===== src/rtl/wb_arbiter_pkg.sv =====
// Writeback arbiter shared definitions.
// Bus widths, control levels, result bundle and source select.
package wb_arbiter_pkg;

   localparam int REG_BUS_W  = 32;
   localparam int REG_ADDR_W = 5;
   localparam int REG_NUM    = 32;

   localparam logic WRITE_ENABLE  = 1'b1;
   localparam logic WRITE_DISABLE = 1'b0;
   localparam logic RST_ENABLE    = 1'b1;

   localparam int QDEPTH_DEF = 4;

   localparam logic [1:0] STARVE_MAX = 2'd3;

   typedef struct packed {
      logic [REG_ADDR_W-1:0] rd;
      logic [REG_BUS_W-1:0]  data;
   } wb_res_t;

   typedef enum logic [1:0] {
      SRC_NONE,
      SRC_ALU,
      SRC_HEAD,
      SRC_BYP
   } wb_src_e;

   function automatic logic [REG_NUM-1:0] rd_onehot(
      input logic [REG_ADDR_W-1:0] rd
   );
      logic [REG_NUM-1:0] v;
      v     = '0;
      v[rd] = 1'b1;
      v[0]  = 1'b0;
      return v;
   endfunction

endpackage


===== src/rtl/wb_arbiter_if.sv =====
// Writeback arbiter bus bundle.
// Producer ports, register-file write port and pending mask.
interface wb_arbiter_if
   import wb_arbiter_pkg::*;
();

   logic                  alu_valid_in;
   logic [REG_ADDR_W-1:0] alu_rd_in;
   logic [REG_BUS_W-1:0]  alu_data_in;
   logic                  alu_ready_out;

   logic                  mem_valid_in;
   logic [REG_ADDR_W-1:0] mem_rd_in;
   logic [REG_BUS_W-1:0]  mem_data_in;
   logic                  mem_ready_out;

   logic                  we_out;
   logic [REG_ADDR_W-1:0] waddr_out;
   logic [REG_BUS_W-1:0]  wdata_out;
   logic [REG_NUM-1:0]    pending_out;

   modport slave (
      input  alu_valid_in, alu_rd_in, alu_data_in,
      input  mem_valid_in, mem_rd_in, mem_data_in,
      output alu_ready_out, mem_ready_out,
      output we_out, waddr_out, wdata_out,
      output pending_out
   );

   modport master (
      output alu_valid_in, alu_rd_in, alu_data_in,
      output mem_valid_in, mem_rd_in, mem_data_in,
      input  alu_ready_out, mem_ready_out,
      input  we_out, waddr_out, wdata_out,
      input  pending_out
   );

endinterface


===== src/rtl/wb_fifo.sv =====
// Memory-result queue for the writeback arbiter.
// In-order FIFO with per-entry valid bits feeding a pending mask.
module wb_fifo
   import wb_arbiter_pkg::*;
#(
   parameter int DEPTH = QDEPTH_DEF
) (
   input  logic                   clk_in,
   input  logic                   rst_in,
   input  logic                   push,
   input  logic                   pop,
   input  wb_res_t                din,
   output wb_res_t                head,
   output logic [$clog2(DEPTH):0] count,
   output logic [REG_NUM-1:0]     pending
);

   localparam int PW = $clog2(DEPTH);

   wb_res_t         ent [DEPTH];
   logic [DEPTH-1:0] vld;
   logic [PW-1:0]    wr_ptr;
   logic [PW-1:0]    rd_ptr;
   logic [PW:0]      cnt;

   // pointers wrap by natural overflow; vld tracks live slots
   always_ff @(posedge clk_in) begin
      if (rst_in == RST_ENABLE) begin
         wr_ptr <= '0;
         rd_ptr <= '0;
         cnt    <= '0;
         vld    <= '0;
      end else begin
         if (push) begin
            wr_ptr      <= wr_ptr + 1'b1;
            vld[wr_ptr] <= 1'b1;
         end
         if (pop) begin
            rd_ptr      <= rd_ptr + 1'b1;
            vld[rd_ptr] <= 1'b0;
         end
         cnt <= cnt + {{PW{1'b0}}, push}
                    - {{PW{1'b0}}, pop};
      end
   end

   // payload storage, no reset needed behind vld
   always_ff @(posedge clk_in) begin
      if (push) begin
         ent[wr_ptr] <= din;
      end
   end

   assign head  = ent[rd_ptr];
   assign count = cnt;

   // registers targeted by any live entry
   always_comb begin
      pending = '0;
      for (int i = 0; i < DEPTH; i++) begin
         if (vld[i]) begin
            pending = pending | rd_onehot(ent[i].rd);
         end
      end
   end

endmodule


===== src/rtl/wb_arbiter.sv =====
// Writeback arbiter: ALU and load results onto one RF write port.
// ALU has priority; loads queue behind it with a starvation guard.
module wb_arbiter
   import wb_arbiter_pkg::*;
#(
   parameter int QDEPTH = QDEPTH_DEF
) (
   input  logic        clk_in,
   input  logic        rst_in,
   wb_arbiter_if.slave bus
);

   localparam int CW = $clog2(QDEPTH) + 1;

   logic [CW-1:0]      count;
   logic [1:0]         starve_q;
   logic [1:0]         starve_d;
   wb_res_t            head;
   wb_res_t            mem_res;
   wb_res_t            wr;
   wb_src_e            src;
   logic [REG_NUM-1:0] pend;
   logic               q_empty;
   logic               q_full;
   logic               alu_rdy;
   logic               mem_rdy;
   logic               alu_w;
   logic               mem_w;
   logic               push;
   logic               pop;
   logic               we_q;
   logic [REG_ADDR_W-1:0] waddr_q;
   logic [REG_BUS_W-1:0]  wdata_q;

   assign q_empty = (count == '0);
   assign q_full  = (count == CW'(QDEPTH));

   assign alu_rdy = (rst_in != RST_ENABLE)
                 && !(!q_empty && starve_q == STARVE_MAX);
   assign mem_rdy = (rst_in != RST_ENABLE) && !q_full;

   // rd==0 transfers are accepted but never compete for the port
   assign alu_w = bus.alu_valid_in && alu_rdy
               && (bus.alu_rd_in != '0);
   assign mem_w = bus.mem_valid_in && mem_rdy
               && (bus.mem_rd_in != '0);

   assign mem_res = {bus.mem_rd_in, bus.mem_data_in};

   // pick the write source: ALU, queue head, then bypass
   always_comb begin
      src = SRC_NONE;
      wr  = head;
      if (alu_w) begin
         src = SRC_ALU;
         wr  = {bus.alu_rd_in, bus.alu_data_in};
      end else if (!q_empty) begin
         src = SRC_HEAD;
      end else if (mem_w) begin
         src = SRC_BYP;
         wr  = mem_res;
      end
   end

   assign pop  = (src == SRC_HEAD);
   assign push = mem_w && (src != SRC_BYP);

   // count ALU wins over a waiting queue, saturating
   always_comb begin
      starve_d = starve_q;
      if (q_empty || pop) begin
         starve_d = '0;
      end else if (alu_w && starve_q != STARVE_MAX) begin
         starve_d = starve_q + 2'd1;
      end
   end

   // registered write port and starve state
   always_ff @(posedge clk_in) begin
      if (rst_in == RST_ENABLE) begin
         starve_q <= '0;
         we_q     <= WRITE_DISABLE;
         waddr_q  <= '0;
         wdata_q  <= '0;
      end else begin
         starve_q <= starve_d;
         we_q     <= (src != SRC_NONE) ? WRITE_ENABLE
                                       : WRITE_DISABLE;
         if (src != SRC_NONE) begin
            waddr_q <= wr.rd;
            wdata_q <= wr.data;
         end
      end
   end

   wb_fifo #(
      .DEPTH (QDEPTH)
   ) u_fifo (
      .clk_in  (clk_in),
      .rst_in  (rst_in),
      .push    (push),
      .pop     (pop),
      .din     (mem_res),
      .head    (head),
      .count   (count),
      .pending (pend)
   );

   assign bus.alu_ready_out = alu_rdy;
   assign bus.mem_ready_out = mem_rdy;
   assign bus.we_out        = we_q;
   assign bus.waddr_out     = waddr_q;
   assign bus.wdata_out     = wdata_q;
   assign bus.pending_out   = pend;

endmodule


===== src/flat_wrapper.sv =====
// flat-port wrapper written by rule: the top's interface ports become plain ports
module wb_arbiter_flat import wb_arbiter_pkg::*;
#(
   parameter int QDEPTH = QDEPTH_DEF
)
  (clk_in, rst_in, bus_alu_valid_in, bus_alu_rd_in, bus_alu_data_in, bus_mem_valid_in, bus_mem_rd_in, bus_mem_data_in, bus_alu_ready_out, bus_mem_ready_out, bus_we_out, bus_waddr_out, bus_wdata_out, bus_pending_out);
  wb_arbiter_if bus_i ();
  input  logic clk_in;
  input  logic rst_in;
  input wire logic [$bits(bus_i.alu_valid_in)-1:0] bus_alu_valid_in;
  input wire logic [$bits(bus_i.alu_rd_in)-1:0] bus_alu_rd_in;
  input wire logic [$bits(bus_i.alu_data_in)-1:0] bus_alu_data_in;
  input wire logic [$bits(bus_i.mem_valid_in)-1:0] bus_mem_valid_in;
  input wire logic [$bits(bus_i.mem_rd_in)-1:0] bus_mem_rd_in;
  input wire logic [$bits(bus_i.mem_data_in)-1:0] bus_mem_data_in;
  output wire logic [$bits(bus_i.alu_ready_out)-1:0] bus_alu_ready_out;
  output wire logic [$bits(bus_i.mem_ready_out)-1:0] bus_mem_ready_out;
  output wire logic [$bits(bus_i.we_out)-1:0] bus_we_out;
  output wire logic [$bits(bus_i.waddr_out)-1:0] bus_waddr_out;
  output wire logic [$bits(bus_i.wdata_out)-1:0] bus_wdata_out;
  output wire logic [$bits(bus_i.pending_out)-1:0] bus_pending_out;
  assign bus_i.alu_valid_in = bus_alu_valid_in;
  assign bus_i.alu_rd_in = bus_alu_rd_in;
  assign bus_i.alu_data_in = bus_alu_data_in;
  assign bus_i.mem_valid_in = bus_mem_valid_in;
  assign bus_i.mem_rd_in = bus_mem_rd_in;
  assign bus_i.mem_data_in = bus_mem_data_in;
  assign bus_alu_ready_out = bus_i.alu_ready_out;
  assign bus_mem_ready_out = bus_i.mem_ready_out;
  assign bus_we_out = bus_i.we_out;
  assign bus_waddr_out = bus_i.waddr_out;
  assign bus_wdata_out = bus_i.wdata_out;
  assign bus_pending_out = bus_i.pending_out;
  wb_arbiter #(.QDEPTH(QDEPTH)) u_core (.clk_in(clk_in), .rst_in(rst_in), .bus(bus_i));
endmodule

===== config.mk =====
export PLATFORM = sky130hd
export DESIGN_NAME = wb_arbiter_flat
export DESIGN_NICKNAME = d
export VERILOG_FILES = /design/src/rtl/wb_arbiter_pkg.sv /design/src/rtl/wb_arbiter_if.sv /design/src/rtl/wb_fifo.sv /design/src/rtl/wb_arbiter.sv /design/src/flat_wrapper.sv
export SDC_FILE = /design/constraint.sdc
export NUM_CORES = 1
export LEC_CHECK = 0
export BUFFER_PORTS_ARGS = -buffer_cell sky130_fd_sc_hd__buf_4
export CAP_MARGIN = 30
export CORE_UTILIZATION = 45
export CTS_BUF_LIST = sky130_fd_sc_hd__clkbuf_8
export CTS_CLUSTER_DIAMETER = 150
export DETAILED_ROUTE_END_ITERATION = 12
export PLACE_DENSITY = 0.66
export SYNTH_ARGS = -nofsm -noshare
export SYNTH_HDL_FRONTEND = slang
export SYNTH_HIERARCHICAL = 1
export SYNTH_SLANG_ARGS = --single-unit

===== constraint.sdc =====
create_clock -name clk_in -period 9.45 [get_ports clk_in]
set_input_delay 1.89 -clock clk_in [delete_from_list [all_inputs] [get_ports clk_in]]
set_output_delay 1.89 -clock clk_in [all_outputs]
set_load 0.03 [all_outputs]

==> flow_metrics.py <==
metrics = {
    "status": {
        "status": "complete, no violations",
    },
    "route": {
        "drtPass1Iterations": 7,
        "ant_nets": 0,
        "drcViolationCount": 0,
        "viasPerCell": 6.17,
        "vias": 6741,
        "dr.first_iter.drc_count": 533,
        "wl_per_cell_um": 22.8,
        "totalWireLength_mm": 24.9,
    },
    "logic_synthesis": {
        "synth_most_common_cell": "edfxtp_1",
        "yosys.area.top_type": "edfxtp_1",
        "postSynthAreaPerCell_um2": 14.6,
        "synth-seq-cells": 201,
        "postSynth.asyncResetShare_pct": 0,
        "synthFlopType": "edfxtp_1",
        "ys_types": 67,
        "yosys-top-cells-area": "edfxtp_1 (46%), dfxtp_1 (11%), mux4_1 (4.9%), mux4_2 (4.4%), a221o_1 (3.1%)",
        "synth_top_area_share_pct": 46.1,
        "synth_warnings": 6,
        "syn_area_um2": 9640,
        "synthCells": 662,
        "yosysSeqAreaShare_pct": 57.1,
        "synthTopCellsByCount": "edfxtp_1 (148), dfxtp_1 (53), a221o_1 (30)",
        "synth_nets": 752,
        "synth-edff-count": 148,
    },
    "timing": {
        "timing.setup.tns_ns": 0,
        "fin_crit_sh_pct": 51.2,
        "clock.fmax_mhz": 207,
        "fin_crit_ns": 4.84,
        "rsz0062_at_grt": "no",
        "maxSlewViolCount": 0,
        "setup_viol": 0,
        "worst_pin_slew_ns": 1.12,
        "final_hold_viol_count": 0,
        "clock_skew_ns": 0.0118,
        "worst_slack_ns": 4.61,
        "slew-limit-headroom_pct": 25.5,
    },
    "clocking": {
        "clkTransAtPathRegs_ns": 0.06,
        "hold_buffers": 0,
        "cts_buffers": 28,
        "postCtsSetupRepairBufs": 0,
        "cts_tree": "yes",
        "clock_sinks": 201,
        "clock-root-buffer": "clkbuf_8",
        "clockBufferDepth": 3,
        "insertion_delay_ns": 0.53,
        "cts_max_level": 1,
        "cts_resized": 0,
    },
    "global_route": {
        "gr-total-overflow": 0,
        "grt_max_degree": 38,
        "grt_pass1_wl_mm": 38.5,
        "antenna_found_initial": 0,
        "grt_pass1_vias": 6874,
        "grt_use_total_pct": 22.8,
    },
    "place": {
        "placed_cell_area_um2": 10900,
        "port_buffers": 148,
        "place_congestion": 0.909,
        "dp.final_hpwl_mm": 17.2,
        "dp_slack_ns": 4.14,
    },
    "finish": {
        "n_fill_cell": 1716,
        "postLayoutCellArea_um2": 11500,
        "nets": 886,
        "drive_above_1_share_pct": 33.0,
        "num_antenna_cells": 0,
        "syn_to_final_growth_pct": 19.0,
    },
    "power_and_ir_drop": {
        "ir_worst_vdd_uv": 139,
        "p_leak_nw": 4.22,
        "powerDensity_nw_per_um2": 217,
    },
    "critical_path": {
        "cp_common_cell": "inv_1",
        "r2r_setup_slack_ns": 5.49,
        "cp_slowest_stage_delay_ns": 0.54,
        "path_depth": 14,
        "crit_required_ns": 9.87,
        "path_cells": "buf_4 -> nor2b_1 -> nand2_1 -> or3_1 -> a21oi_1 -> inv_1 -> ha_1 -> inv_1 -> ha_1 -> inv_1 -> fa_1 -> xor2_1 -> xnor2_1 -> nor2_1",
        "worstSetupPathType": "primary input to flop",
        "arrival_ns": 5.26,
        "worst_path_dominant_cell_family": "simple AND/OR/NAND/NOR gates",
        "slowest_stage": "nand2_1",
        "critPathCaptureType": "flop",
        "worstPathMaxFanout": 31,
        "path_buf_inv": 4,
        "reg2regPathDepth": 13,
        "worstReg2RegStart": "u_core/u_fifo/count[1]",
        "startpoint_type": "primary input",
        "reg2reg_to": "u_core/u_fifo/count[2]",
    },
    "min_path": {
        "worstHoldStart": "u_core/bus.wdata_out[7]",
        "hold_path_class": "flop to flop",
        "worst_hold_path.endpoint": "u_core/bus.wdata_out[7]",
        "hold_depth": 1,
    },
    "floorplanning": {
        "dieArea_um2": 22000,
        "io_pins": 150,
        "die_h_um": 148,
        "die_x_um": 148,
        "initial_core_util_pct": 45.8,
        "coreArea_um2": 21000,
        "rows": 53,
    },
    "flow_run": {
        "drv_cap": 0,
    },
}
## sequential cells by signal, summed over array words and instances, names as in the netlist, named ones only
signal,cells
u_core/bus.we_out,1
u_core/starve_q,2
u_core/u_fifo/count,3
u_core/bus.waddr_out,5
u_core/u_fifo/wr_ptr,2
u_core/bus.wdata_out,32
u_core/u_fifo/rd_ptr,2
u_core/u_fifo/vld,4
u_core/u_fifo/ent,148
## power by group
part           total (mW)  internal, mW  leakage [nW]  switching [mW]
logic               0.706         0.334          2.11           0.372
clock network       0.660         0.352         0.334           0.308
registers            1.13          1.04          1.78          0.0904
## cell families after synthesis
logic type / share of synthesized area [%]
XOR/XNOR: 0.454
AND/OR/NAND/NOR: 11.0
adder cells (fa/ha/maj): 1.64
other: 0.0389
buffers and inverters: 4.39
flip-flops: 57.1
AO/OA/AOI/OAI: 13.3
multiplexers: 12.1
## worst max path at each step
| stage | startpoint | end | slack, ns |
|---|---|---|---|
| finish | rst_in | u_core/u_fifo/count[2] | 4.61 |
| global route | rst_in | u_core/u_fifo/count[2] | 4.41 |
| floorplan | bus_alu_rd_in[1] | u_core/u_fifo/count[2] | 5.06 |
| global placement | bus_alu_rd_in[1] | u_core/u_fifo/count[2] | 4.34 |
| detailed placement | rst_in | u_core/u_fifo/count[2] | 4.14 |
| CTS | rst_in | u_core/u_fifo/count[2] | 4.71 |
## placed cells by master (no fill, tap or decap), drive strengths merged, types with 9 or more instances in the layout
cell | synthesis | final
buf | 35 | 158
edfxtp | 148 | 148
dfxtp | 53 | 53
mux4 | 37 | 37
clkbuf | 19 | 34
inv | 20 | 31
a221o | 30 | 30
o221ai | 27 | 27
and3 | 22 | 22
mux2 | 20 | 20
a22oi | 18 | 18
or3 | 17 | 17
nand2 | 17 | 17
o2111ai | 15 | 15
nor2 | 15 | 15
a32o | 13 | 13
nor2b | 12 | 12
ha | 11 | 11
o22ai | 11 | 11
nand2b | 11 | 11
nand4b | 10 | 10
a21oi | 9 | 9
and2 | 9 | 9
## area by class of cell
type	instances	area, um^2	area share, %
Clock inverter	18	97.6	0.851
Sequential cell	201	5510	48.0
Inverter	20	75.1	0.654
Tap cell	275	344	3.00
Clock buffer	34	468	4.08
Timing Repair Buffer	158	1260	11.0
Multi-Input combinational cell	387	3720	32.4
## routing by layer
| metal | track usage [%] | wire, um |
|---|---|---|
| met5 | 0 | 0 |
| met4 | 10.6 | 976 |
| met3 | 4.39 | 1770 |
| met2 | 39.3 | 12400 |
| met1 | 27.7 | 9770 |
## worst reg2reg max path, delay by kind of cell, from the launching register on
family	cells	cell delay (ns)
xor gates and xnor gates	2	0.36
AOI/OAI and AO/OA	2	0.82
adders and majority gates	3	0.84
DFF	1	0.41
buffers and inverters	3	0.24
and+or+nand+nor	3	1.18
## through the flow
stage / cells / hold WS (ns) / power, mW / util, %
finish: 1093 / 0.482 / 2.49 / 54.6
CTS: 1092 / 0.484 / 2.51 / 54.4
global route: 1093 / 0.495 / 2.61 / 54.6
detailed placement: 1040 / 0.469 / 1.85 / 51.7
floorplan: 662 / 0.512 / 1.63 / -
global placement: 1036 / 0.455 / 1.82 / 51.4
No activity file was read; power rests on OpenSTA's default activity.
